`src/rtl/nf2401_seq_pkg.sv`:
```
// Shared types and constants for the nRF2401 configuration/shift sequencer.
package nf2401_seq_pkg;

   typedef enum logic [2:0] {
      IDLE,
      SETUP,
      RX_WAIT,
      BIT_LO,
      BIT_HI,
      HOLD
   } state_t;

   typedef enum logic [1:0] {
      M_CFG,
      M_TX,
      M_RX
   } mode_t;

   localparam logic [2:0] A_TXDATA = 3'd0;
   localparam logic [2:0] A_RXDATA = 3'd1;
   localparam logic [2:0] A_LEN    = 3'd2;
   localparam logic [2:0] A_CMD    = 3'd3;
   localparam logic [2:0] A_STATUS = 3'd4;
   localparam logic [2:0] A_IRQEN  = 3'd5;

   localparam logic [7:0] CMD_ABORT  = 8'd0;
   localparam logic [7:0] CMD_CONFIG = 8'd1;
   localparam logic [7:0] CMD_TX     = 8'd2;
   localparam logic [7:0] CMD_RX     = 8'd3;

endpackage

```
`src/rtl/nf2401_seq_buf.sv`:
```
// Byte buffer: one synchronous write port, one asynchronous read port.
module nf2401_seq_buf
   import nf2401_seq_pkg::*;
#(
   parameter int unsigned DEPTH = 32,
   parameter int unsigned AW    = 5
) (
   input  logic          clk,
   input  logic          we,
   input  logic [AW-1:0] waddr,
   input  logic [7:0]    wdata,
   input  logic [AW-1:0] raddr,
   output logic [7:0]    rdata
);

   logic [7:0] mem [DEPTH];

   always_ff @(posedge clk) begin
      if (we) mem[waddr] <= wdata;
   end

   assign rdata = mem[raddr];

endmodule

```
`src/rtl/nf2401_sequencer.sv`:
```
// Bus-mapped sequencer that shifts a byte buffer to/from an nRF2401 over its
// 3-wire CS/CE, CLK1, DATA interface.
module nf2401_sequencer
   import nf2401_seq_pkg::*;
#(
   parameter int unsigned CLK_DIV   = 4,
   parameter int unsigned CS_SETUP  = 8,
   parameter int unsigned BUF_DEPTH = 32
) (
   input  logic       clk,
   input  logic       reset_n,
   input  logic [2:0] address,
   input  logic       chipselect,
   input  logic       write_n,
   input  logic       read_n,
   input  logic [7:0] writedata,
   output logic [7:0] readdata,
   output logic       irq,
   output logic       nrf_cs,
   output logic       nrf_ce,
   output logic       nrf_clk1,
   output logic       nrf_data_o,
   output logic       nrf_data_oe,
   input  logic       nrf_data_i,
   input  logic       nrf_dr1
);

   localparam int unsigned AW   = (BUF_DEPTH > 1) ? $clog2(BUF_DEPTH) : 1;
   localparam int unsigned PW   = $clog2(BUF_DEPTH + 1);
   localparam int unsigned CMAX = (CS_SETUP > CLK_DIV) ? CS_SETUP : CLK_DIV;
   localparam int unsigned CW   = $clog2(CMAX + 1);

   localparam logic [CW-1:0] DIV_LAST   = CW'(CLK_DIV - 1);
   localparam logic [CW-1:0] SETUP_LAST = CW'(CS_SETUP - 1);
   localparam logic [PW-1:0] DEPTH_P    = PW'(BUF_DEPTH);
   localparam logic [7:0]    DEPTH_8    = 8'(BUF_DEPTH);

   state_t        state_q, state_d;
   mode_t         mode_q, mode_d;
   logic [CW-1:0] cnt_q, cnt_d;
   logic [2:0]    bit_q, bit_d;
   logic [PW-1:0] byte_q, byte_d;
   logic [PW-1:0] len_q, wptr_q, rptr_q;
   logic          irqen_q, done_q, err_q, ovf_q;
   logic          load_bit, sample, finish;

   logic          wr_en, rd_en, busy;
   logic          wr_cmd, cmd_abort, cmd_start, start_ok, start_err;
   logic          tx_accept, rx_hit;
   logic          buf_we;
   logic [AW-1:0] buf_waddr, buf_raddr;
   logic [7:0]    buf_wdata, buf_rdata, eng_wdata;

   assign wr_en     = chipselect & ~write_n;
   assign rd_en     = chipselect & ~read_n;
   assign busy      = (state_q != IDLE);
   assign wr_cmd    = wr_en && (address == A_CMD);
   assign cmd_abort = wr_cmd && (writedata == CMD_ABORT);
   assign cmd_start = wr_cmd && ((writedata == CMD_CONFIG) || (writedata == CMD_TX) ||
                                 (writedata == CMD_RX));
   assign start_err = cmd_start && (busy || (len_q == '0));
   assign start_ok  = cmd_start && !start_err;

   // An RX bit write owns the buffer write port; a coincident TXDATA write is not taken.
   assign tx_accept = wr_en && (address == A_TXDATA) && !sample && (wptr_q < DEPTH_P);
   assign rx_hit    = rd_en && (address == A_RXDATA) && !busy && (rptr_q < len_q);

   always_comb begin
      state_d  = state_q;
      mode_d   = mode_q;
      cnt_d    = cnt_q + CW'(1);
      bit_d    = bit_q;
      byte_d   = byte_q;
      load_bit = 1'b0;
      sample   = 1'b0;
      finish   = 1'b0;
      case (state_q)
         IDLE: begin
            cnt_d = '0;
            if (start_ok) begin
               if (writedata == CMD_CONFIG)  mode_d = M_CFG;
               else if (writedata == CMD_TX) mode_d = M_TX;
               else                          mode_d = M_RX;
               state_d = (writedata == CMD_RX) ? RX_WAIT : SETUP;
            end
         end
         RX_WAIT: begin
            cnt_d = '0;
            if (nrf_dr1) state_d = SETUP;
         end
         SETUP: begin
            if (cnt_q == SETUP_LAST) begin
               state_d  = BIT_LO;
               cnt_d    = '0;
               bit_d    = '0;
               byte_d   = '0;
               load_bit = 1'b1;
            end
         end
         BIT_LO: begin
            if (cnt_q == DIV_LAST) begin
               state_d = BIT_HI;
               cnt_d   = '0;
            end
         end
         BIT_HI: begin
            if (cnt_q == DIV_LAST) begin
               cnt_d  = '0;
               sample = (mode_q == M_RX);
               if (bit_q == 3'd7 && (byte_q + PW'(1)) == len_q) begin
                  state_d = HOLD;
               end else begin
                  state_d  = BIT_LO;
                  load_bit = 1'b1;
                  bit_d    = bit_q + 3'd1;
                  if (bit_q == 3'd7) byte_d = byte_q + PW'(1);
               end
            end
         end
         HOLD: begin
            if (cnt_q == DIV_LAST) begin
               state_d = IDLE;
               cnt_d   = '0;
               finish  = 1'b1;
            end
         end
         default: state_d = IDLE;
      endcase
      if (cmd_abort) begin
         state_d  = IDLE;
         cnt_d    = '0;
         load_bit = 1'b0;
         sample   = 1'b0;
         finish   = 1'b0;
      end
   end

   always_comb begin
      eng_wdata          = buf_rdata;
      eng_wdata[~bit_q]  = nrf_data_i;
   end

   // TX looks ahead to the byte about to be shifted; RX rewrites the byte being sampled.
   assign buf_raddr = !busy ? rptr_q[AW-1:0] :
                      (mode_q == M_RX) ? byte_q[AW-1:0] : byte_d[AW-1:0];
   assign buf_we    = sample | tx_accept;
   assign buf_waddr = sample ? byte_q[AW-1:0] : wptr_q[AW-1:0];
   assign buf_wdata = sample ? eng_wdata : writedata;

   nf2401_seq_buf #(
      .DEPTH (BUF_DEPTH),
      .AW    (AW)
   ) u_buf (
      .clk   (clk),
      .we    (buf_we),
      .waddr (buf_waddr),
      .wdata (buf_wdata),
      .raddr (buf_raddr),
      .rdata (buf_rdata)
   );

   always_ff @(posedge clk or negedge reset_n) begin
      if (!reset_n) begin
         state_q     <= IDLE;
         mode_q      <= M_CFG;
         cnt_q       <= '0;
         bit_q       <= '0;
         byte_q      <= '0;
         nrf_cs      <= 1'b0;
         nrf_ce      <= 1'b0;
         nrf_data_oe <= 1'b0;
         nrf_clk1    <= 1'b0;
         nrf_data_o  <= 1'b0;
      end else begin
         state_q     <= state_d;
         mode_q      <= mode_d;
         cnt_q       <= cnt_d;
         bit_q       <= bit_d;
         byte_q      <= byte_d;
         nrf_cs      <= (state_d != IDLE) && (mode_d == M_CFG);
         nrf_ce      <= (state_d != IDLE) && (mode_d != M_CFG);
         nrf_data_oe <= (state_d != IDLE) && (mode_d != M_RX);
         nrf_clk1    <= (state_d == BIT_HI);
         if (state_d == IDLE)                  nrf_data_o <= 1'b0;
         else if (load_bit && mode_q != M_RX) nrf_data_o <= buf_rdata[~bit_d];
      end
   end

   always_ff @(posedge clk or negedge reset_n) begin
      if (!reset_n) begin
         len_q    <= '0;
         irqen_q  <= 1'b0;
         wptr_q   <= '0;
         rptr_q   <= '0;
         done_q   <= 1'b0;
         err_q    <= 1'b0;
         ovf_q    <= 1'b0;
         irq      <= 1'b0;
         readdata <= '0;
      end else begin
         if (wr_en && address == A_LEN && !busy)
            len_q <= (writedata > DEPTH_8) ? DEPTH_P : writedata[PW-1:0];
         if (wr_en && address == A_IRQEN) irqen_q <= writedata[0];

         if (finish && mode_q != M_RX) wptr_q <= '0;
         else if (tx_accept)           wptr_q <= wptr_q + PW'(1);
         if (finish && mode_q == M_RX) rptr_q <= '0;
         else if (rx_hit)              rptr_q <= rptr_q + PW'(1);

         if (finish)                                          done_q <= 1'b1;
         else if (wr_en && address == A_STATUS && writedata[1]) done_q <= 1'b0;
         if (start_err)                                       err_q <= 1'b1;
         else if (wr_en && address == A_STATUS && writedata[3]) err_q <= 1'b0;
         if (wr_en && address == A_TXDATA && wptr_q >= DEPTH_P) ovf_q <= 1'b1;
         else if (wr_en && address == A_STATUS && writedata[4]) ovf_q <= 1'b0;

         irq <= done_q & irqen_q;

         if (rd_en) begin
            case (address)
               A_RXDATA: readdata <= rx_hit ? buf_rdata : 8'h00;
               A_LEN:    readdata <= 8'(len_q);
               A_STATUS: readdata <= {3'b000, ovf_q, err_q, nrf_dr1, done_q, busy};
               A_IRQEN:  readdata <= {7'b0000000, irqen_q};
               default:  readdata <= 8'h00;
            endcase
         end
      end
   end

endmodule

```
`config.mk`:
```
export PLATFORM = sky130hd
export DESIGN_NAME = nf2401_sequencer
export DESIGN_NICKNAME = d
export VERILOG_FILES = /design/src/rtl/nf2401_seq_pkg.sv /design/src/rtl/nf2401_seq_buf.sv /design/src/rtl/nf2401_sequencer.sv
export SDC_FILE = /design/constraint.sdc
export NUM_CORES = 1
export LEC_CHECK = 0
export ABC_AREA = 1
export CORE_MARGIN = 2
export CORE_UTILIZATION = 28
export CTS_CLUSTER_DIAMETER = 120
export DETAILED_ROUTE_END_ITERATION = 6
export PLACE_DENSITY = 0.47
export SLEW_MARGIN = 15
export SYNTH_ARGS = -nofsm -noshare
export SYNTH_HDL_FRONTEND = slang
export SYNTH_SLANG_ARGS = --single-unit
```
`constraint.sdc`:
```
create_clock -name clk -period 4.7 [get_ports clk]
set_clock_uncertainty 0.2 [all_clocks]
set_input_delay 0.94 -clock clk [delete_from_list [all_inputs] [get_ports clk]]
set_output_delay 0.94 -clock clk [all_outputs]
set_load 0.02 [all_outputs]
```
==> run summary, run 1 <==
Status: finished, final reports clean
P_leak: 6.64 nW
Routability Congestion: 0.863
Starting Density: 28.2%
Setup CP Type: register to register
HPWL after DPL: 27.5 mm
Final Max Slew Viols: 0
CP top delay family: simple AND/OR/NAND/NOR gates
Worst-Margin Slew: 736 ps
Final min period: 4330 ps
Die width: 231 um
Number of synthesized register bits: 310
Post-Syn Instances: 1449
Worst Hold Slack: 269 ps
Layout fillers: 5160
Total grt overflow: 0
Hold path endpoint: cnt_q[0]$_DFF_PN0_
Top_reg_cell synth: edfxtp_1
Vias: 10800
Max FO, Critical Path: 58
Worst EP required: 4870 ps
Post-DRT Antenna Nets: 0
GRT Total Usage: 16.1%
Relative slew margins: 50.9%
Most used cell, CP: nand2_1
Asr flop ratio synth: 17.4%
H-tree depth: 2
Final setup violating endpoints: 0
Worst vdd rail ir drop: 0.325 mV
Number of synthesized flops with an enable pin: 256
RSZ-0062 raised after global routing: false
Clk_lat worst skew: 580 ps
Fin crit share: 92.0%
R2R Path End: u_buf.mem[19][6]$_DFFE_PP_
Startpoint Class: register
Port Buf Inserts: 31
Hold buffers post-CTS: 0
Flop-to-flop setup slack: 370 ps
WP data arrival: 4500 ps
Avg Cell Area, Syn: 9.98 sq um
Drc violations: 0
Cell variety after synth: 45
DR WL/cell: 19.0 um
Core ar.: 51200 sq um
PwrDens: 605 nW/um^2
Crit-path max cell delay: 440 ps
DRT Pass-1 Iters: 7
Worst Hold Class: register to register
Syn Nets: 1479
Cts bufs inserted: 38
Reg2Reg Depth: 25
Root Buffer: clkbuf_16
Routed wire length: 42.5 mm
Net count, final: 1556
Vias in the first global route: 10700
Io pins: 32
TritonCTS clock tree: done
Worst hold start: cnt_q[0]$_DFF_PN0_
Worst Path Buf+Inv: 3
Max_cap viols: 0
Die Y: 231 um
Iter 0 DRT Violations: 898
Post_cts resized: 0
Fmax: 231 MHz
Antenna violations before repair: 0
R2R Path Start: byte_q[0]$_DFF_PN0_
Slowest cell on the critical path: dfrtp_1
Final hold vios: 0
Pin count of the biggest net entering global routing: 94
Layout cells sized above 1: 10.5%
CTS Sinks: 310
Vias per cell: 4.83
Postcts setup bufs: 0
Area delta synth->final: 19.3%
Worst-path clk slew: 50 ps
Setup_tns: 0 ps
Hold Path Cell Cnt: 1
First-pass GRT wire length: 65.1 mm
Cell Area, Synth: 14500 sq um
Ant. Diodes: 0
Clock Path Buffers: 3
Synth warn: 0
Crit end category: register
Post-synthesis sequential area ratio: 62.5%
Die Area: 53500 sq um
# rows: 83
==> synth_stat cells (5+ instances only) <==
library cell / number / share of area (%)
nand3_1: 360 / 12
edfxtp_1: 256 / 53
nor3_1: 34 / 1.2
dfrtp_1: 54 / 9.3
nor2_1: 74 / 1.9
o22ai_1: 11 / 0.48
clkbuf_1: 18 / 0.47
nand2_1: 293 / 7.6
o21ai_1: 5 / 0.17
buf_4: 15 / 0.78
a21oi_1: 29 / 1.0
nor2_2: 5 / 0.22
o21ai_0: 47 / 1.6
nand3b_1: 22 / 1.1
inv_2: 13 / 0.34
nand4_1: 8 / 0.35
buf_2: 27 / 0.93
inv_1: 125 / 3.2
ha_1: 12 / 1.0
==> layer usage <==
| metal | up-vias | GRT usage, % | share of wire (%) |
|---|---|---|---|
| met1 | 5244 | 21.8 | 46 |
| li1 | 5198 | - | - |
| met2 | 298 | 26.3 | 47 |
| met5 | - | 0 | 0 |
| met4 | 0 | 5.38 | 2.5 |
| met3 | 59 | 2.42 | 4.8 |
==> per-stage QoR <==
| step | instance area [sq um] | utilization [%] | power, mW | worst slack, ps | instances |
|---|---|---|---|---|---|
| 6_report | 17300 | 33.7 | 10.4 | 374 | 2234 |
| 5_1_grt | 17300 | 33.7 | 11.1 | 97.0 | 2234 |
| 4_1_cts | 17300 | 33.7 | 10.5 | 419 | 2234 |
| 3_5_place_dp | 16000 | 31.3 | 7.62 | 204 | 2166 |
| 3_3_place_gp | 16000 | 31.3 | 7.62 | 194 | 2166 |
| 2_1_floorplan | 14500 | - | 6.08 | 293 | 1449 |
==> report_power, final <==
part | switching [mW] | leakage (nW) | internal, mW
sequential | 0.0830 | 3.00 | 3.08
clock | 1.17 | 0.593 | 1.70
combinational | 3.12 | 3.04 | 1.30
total | 4.36 | 6.64 | 6.07
==> worst max path at each step <==
stage / cells past startpoint / from / to / slack, ps
detailed placement: 16 / chipselect / u_buf.mem[11][7]$_DFFE_PP_ / 200
global placement: 16 / chipselect / u_buf.mem[14][7]$_DFFE_PP_ / 190
CTS: 25 / byte_q[0]$_DFF_PN0_ / u_buf.mem[19][6]$_DFFE_PP_ / 420
floorplan: 11 / chipselect / u_buf.mem[0][3]$_DFFE_PP_ / 290
global route: 25 / byte_q[0]$_DFF_PN0_ / u_buf.mem[19][6]$_DFFE_PP_ / 100
finish: 25 / byte_q[0]$_DFF_PN0_ / u_buf.mem[19][6]$_DFFE_PP_ / 370
==> layout make-up <==
cell class | count | area (sq um) | share of cell area, %
Timing Repair Buffer | 101 | 1040 | 6.05
Clock inverter | 17 | 196 | 1.14
Multi-Input combinational cell | 937 | 4580 | 26.6
Sequential cell | 310 | 9040 | 52.4
Tap cell | 680 | 851 | 4.93
Clock buffer | 51 | 1020 | 5.91
Inverter | 138 | 518 | 3.00
==> sequential cells by signal (all words and copies together), names as in the netlist, 3 cells and up <==
| signal | flops |
|---|---|
| bit_q | 3 |
| byte_q | 6 |
| cnt_q | 4 |
| len_q | 6 |
| readdata | 8 |
| rptr_q | 6 |
| state_q | 3 |
| u_buf.mem | 256 |
| wptr_q | 6 |
==> cells by family (layout without fill, tap and decap cells) <==
logic type,Yosys count,in the layout,synth area share (%)
DFF,310,310,62.5
buffers and inverters,202,307,5.97
AOI/OAI and AO/OA,109,109,4.41
adders and majority gates,12,12,1.04
xor gates and xnor gates,2,2,0.121
and+or+nand+nor,814,814,25.9
==> cell usage in the layout, fill, tap and decap left out, drive strengths merged, types with 2 or more instances in the layout <==
cell type      Yosys  layout
a211oi             2       2
a21oi             31      31
a22oi              2       2
buf               46      71
bufinv             0       3
clkbuf            18      51
clkdlybuf4s50      0      30
clkinv             0      12
dfrtp             54      54
edfxtp           256     256
ha                12      12
inv              138     140
nand2            298     298
nand3            364     364
nand3b            22      22
nand4              8       8
nor2              80      80
nor3              36      36
nor3b              3       3
nor4               2       2
o211ai             2       2
o21a               3       3
o21ai             52      52
o22ai             11      11
Note: power is estimated with default switching activity, not from simulation.
==> run 2, diff against run 1 <==
==> constraint.sdc (replaced) <==
create_clock -name clk -period 4.1 [get_ports clk]
set_clock_uncertainty 0.2 [all_clocks]
set_input_delay 0.82 -clock clk [delete_from_list [all_inputs] [get_ports clk]]
set_output_delay 0.82 -clock clk [all_outputs]
set_load 0.05 [all_outputs]
==> run 2 against run 1 <==
Compared with the run above: register-to-register slack worse by 210 ps; flip-flop and latch count unchanged; sequential share of layout area down 1.7 points; die area unchanged; largest power group unchanged; setup slack lost 210 ps; first-iteration DRC count decreased by 2.3%; largest cell class unchanged; critical endpoint is now u_buf.mem[10][3]$_DFFE_PP_; total power grew 20%; non-clock buffer count is 50 higher; routed wire length rose by 4.4%; sequential power grew 15%.
==> run summary, run 2 (synthesized netlist as in run 1, its figures left out) <==
Antenna violations before repair: 0 (unchanged)
CTS Sinks: 310 (unchanged)
RSZ-0062 raised after global routing: false
Sw power: 5.24 mW (+20%)
Most used cell, CP: nand3_1
Drc violations: 0 (unchanged)
PwrDens: 705 nW/um^2 (+17%)
Slowest cell on the critical path: dfrtp_1
Max_cap viols: 0 (unchanged)
Critical Path End: u_buf.mem[10][3]$_DFFE_PP_
Total grt overflow: 0 (unchanged)
# rows: 83 (unchanged)
Fin crit share: 95.9% (+3.9 points)
Largest regs: u_buf.mem (256), readdata (8)
Port Buf Inserts: 31 (unchanged)
TritonCTS clock tree: done
Postcts setup bufs: 0 (unchanged)
Reg2Reg Depth: 22 (-12%)
CP top delay family: simple AND/OR/NAND/NOR gates
Status: finished, final reports clean
Worst EP required: 4160 ps (-710 ps)
Max FO, Critical Path: 35 (-40%)
Setup CP Type: register to register
Die Y: 231 um (unchanged)
Clock share of power: 25.4% (-2.1 points)
Worst Path Buf+Inv: 3 (unchanged)
Clk_lat worst skew: 560 ps (-20 ps)
Vias: 11100 (+2.4%)
Cts bufs inserted: 36 (-5.3%)
Switching Share: 41.7% (-0.13 points)
Flop-to-flop setup slack: 170 ps (-210 ps)
Comb pwr share: 45.7% (+3.4 points)
R2R Path End: u_buf.mem[10][3]$_DFFE_PP_
Worst vdd rail ir drop: 0.455 mV (+40%)
Pin count of the biggest net entering global routing: 127 (+35%)
Final Max Slew Viols: 0 (unchanged)
Area delta synth->final: 23.3%
Fmax: 254 MHz (+10%)
Placement Cell Area: 16400 sq um (+2.4%)
Routability Congestion: 0.854 (-1.0%)
Core ar.: 51200 sq um (unchanged)
Final min period: 3930 ps (-394 ps)
Commonest cells after routing, fill and taps aside: nand3_1 (353), nand2_1 (287), edfxtp_1 (256)
Final Instance Area: 17800 sq um (+3.4%)
CP Depth: 22 (-12%)
Most flop-heavy register: u_buf.mem
Relative slew margins: 39.1% (-12 points)
Crit-path cells: ha_4 > inv_1 > nand2_1 > nand2_1 > nor2_1 > nand2_1 > nor2_2 > nand3_2 > nand2_1 > nand3_1 > nand3_1 > nand3_2 > a21oi_4 > buf_12 > nand3_1 > nand3_1 > nand3_1 > nand3_1 > nand2_1 > o21ai_1 > o21ai_2 > buf_12
Vias in the first global route: 10900 (+1.5%)
Startpoint Class: register
P_leak: 6.95 nW (+4.8%)
Final setup violating endpoints: 0 (unchanged)
Register share of total power: 28.8% (-1.5 points)
Net count, final: 1604 (+3.1%)
Ant. Diodes: 0 (unchanged)
Worst-Margin Slew: 913 ps (+177 ps)
Layout cells sized above 1: 14.1% (+3.6 points)
Iter 0 DRT Violations: 877 (-2.3%)
Worst Hold Class: input pin to async pin
Post-DRT Antenna Nets: 0 (unchanged)
Die Area: 53500 sq um (unchanged)
Critical path origin: byte_q[1]$_DFF_PN0_
First-pass GRT wire length: 65.0 mm (about the same)
Crit end category: register
Vias per cell: 4.85 (+0.30%)
Max reg flops: 256 (unchanged)
HPWL after DPL: 28.5 mm (+3.6%)
Die width: 231 um (unchanged)
DRT Pass-1 Iters: 5 (-2)
H-tree depth: 2 (unchanged)
WP data arrival: 4000 ps (-500 ps)
Worst Hold Slack: 214 ps (-54.8 ps)
Starting Density: 28.2% (unchanged)
Layout fillers: 5169 (+0.17%)
Crit-path max cell delay: 410 ps (-30 ps)
DR WL/cell: 19.5 um (+2.2%)
Worst-path clk slew: 60 ps (about the same)
Routed wire length: 44.4 mm (+4.4%)
GRT Total Usage: 16.2% (+0.12 points)
Internal power: 7.33 mW (+21%)
Clock Path Buffers: 3 (unchanged)
Root Buffer: clkbuf_16
Commonest non-fill, non-tap cell in the layout: nand3_1
R2R Path Start: byte_q[1]$_DFF_PN0_
Io pins: 32 (unchanged)
Final hold vios: 0 (unchanged)
## run 2: how the worst min path moves through the flow
stage,startpoint,end,depth (start not counted)
floorplan,irqen_q$_DFFE_PN0P_,irq$_DFF_PN0_,2
global placement,irqen_q$_DFFE_PN0P_,irq$_DFF_PN0_,2
detailed placement,irqen_q$_DFFE_PN0P_,irq$_DFF_PN0_,2
CTS,reset_n,cnt_q[1]$_DFF_PN0_,1
global route,cnt_q[0]$_DFF_PN0_,cnt_q[0]$_DFF_PN0_,1
finish,reset_n,cnt_q[1]$_DFF_PN0_,1
## run 2: metrics by stage
stage               cells  setup TNS, ps  total power, mW  util, %  setup slack (ps)
floorplan            1449         -23940             7.03        -              -187
global placement     2210         -16700             9.15     32.1              -129
detailed placement   2210          -1920             9.17     32.1             -46.5
CTS                  2275              0             12.4     34.3              71.2
global route         2281              0             13.3     34.8              12.8
finish               2281              0             12.6     34.8               168
## run 2: final cells by class
cell class              count  area (sq um)  area share (%)
clock buffers              45           945            5.30
flip-flops and latches    310          9040            50.7
repair buffers            151          1590            8.90
multi-input cells         937          4670            26.2
well taps                 680           851            4.77
inverters                 138           520            2.92
clock inverters            20           215            1.21
## run 2: repair_timing
action,4_1_cts,5_1_grt
resized for setup,0,32
hold buffers,0,0
setup endpoints to repair,0,257
## run 2: worst register-to-register path, delay by kind of cell (launching register included)
kind                       cells  cell delay (ps)
and+or+nand+nor               15             1750
DFF                            1              410
adders and majority gates      1              300
buffers and inverters          3              420
AOI/OAI and AO/OA              3              510
## run 2: routing by layer
| metal | wire length [um] | part of all wire (%) | GRT usage, % |
|---|---|---|---|
| met5 | 0 | 0 | 0 |
| met3 | 2820 | 6.3 | 3.19 |
| met1 | 19300 | 43 | 21.4 |
| met2 | 21100 | 48 | 26.8 |
| met4 | 1140 | 2.6 | 4.88 |
## run 2: power groups by stage
stage          Clock (mW)  Sequential, mW  Combinational (mW)
2_1_floorplan           0            3.75                3.28
3_3_place_gp            0            3.68                5.47
3_5_place_dp            0            3.68                5.48
6_report             3.20            3.62                5.75
5_1_grt              3.39            3.64                6.30
4_1_cts              3.27            3.62                5.50
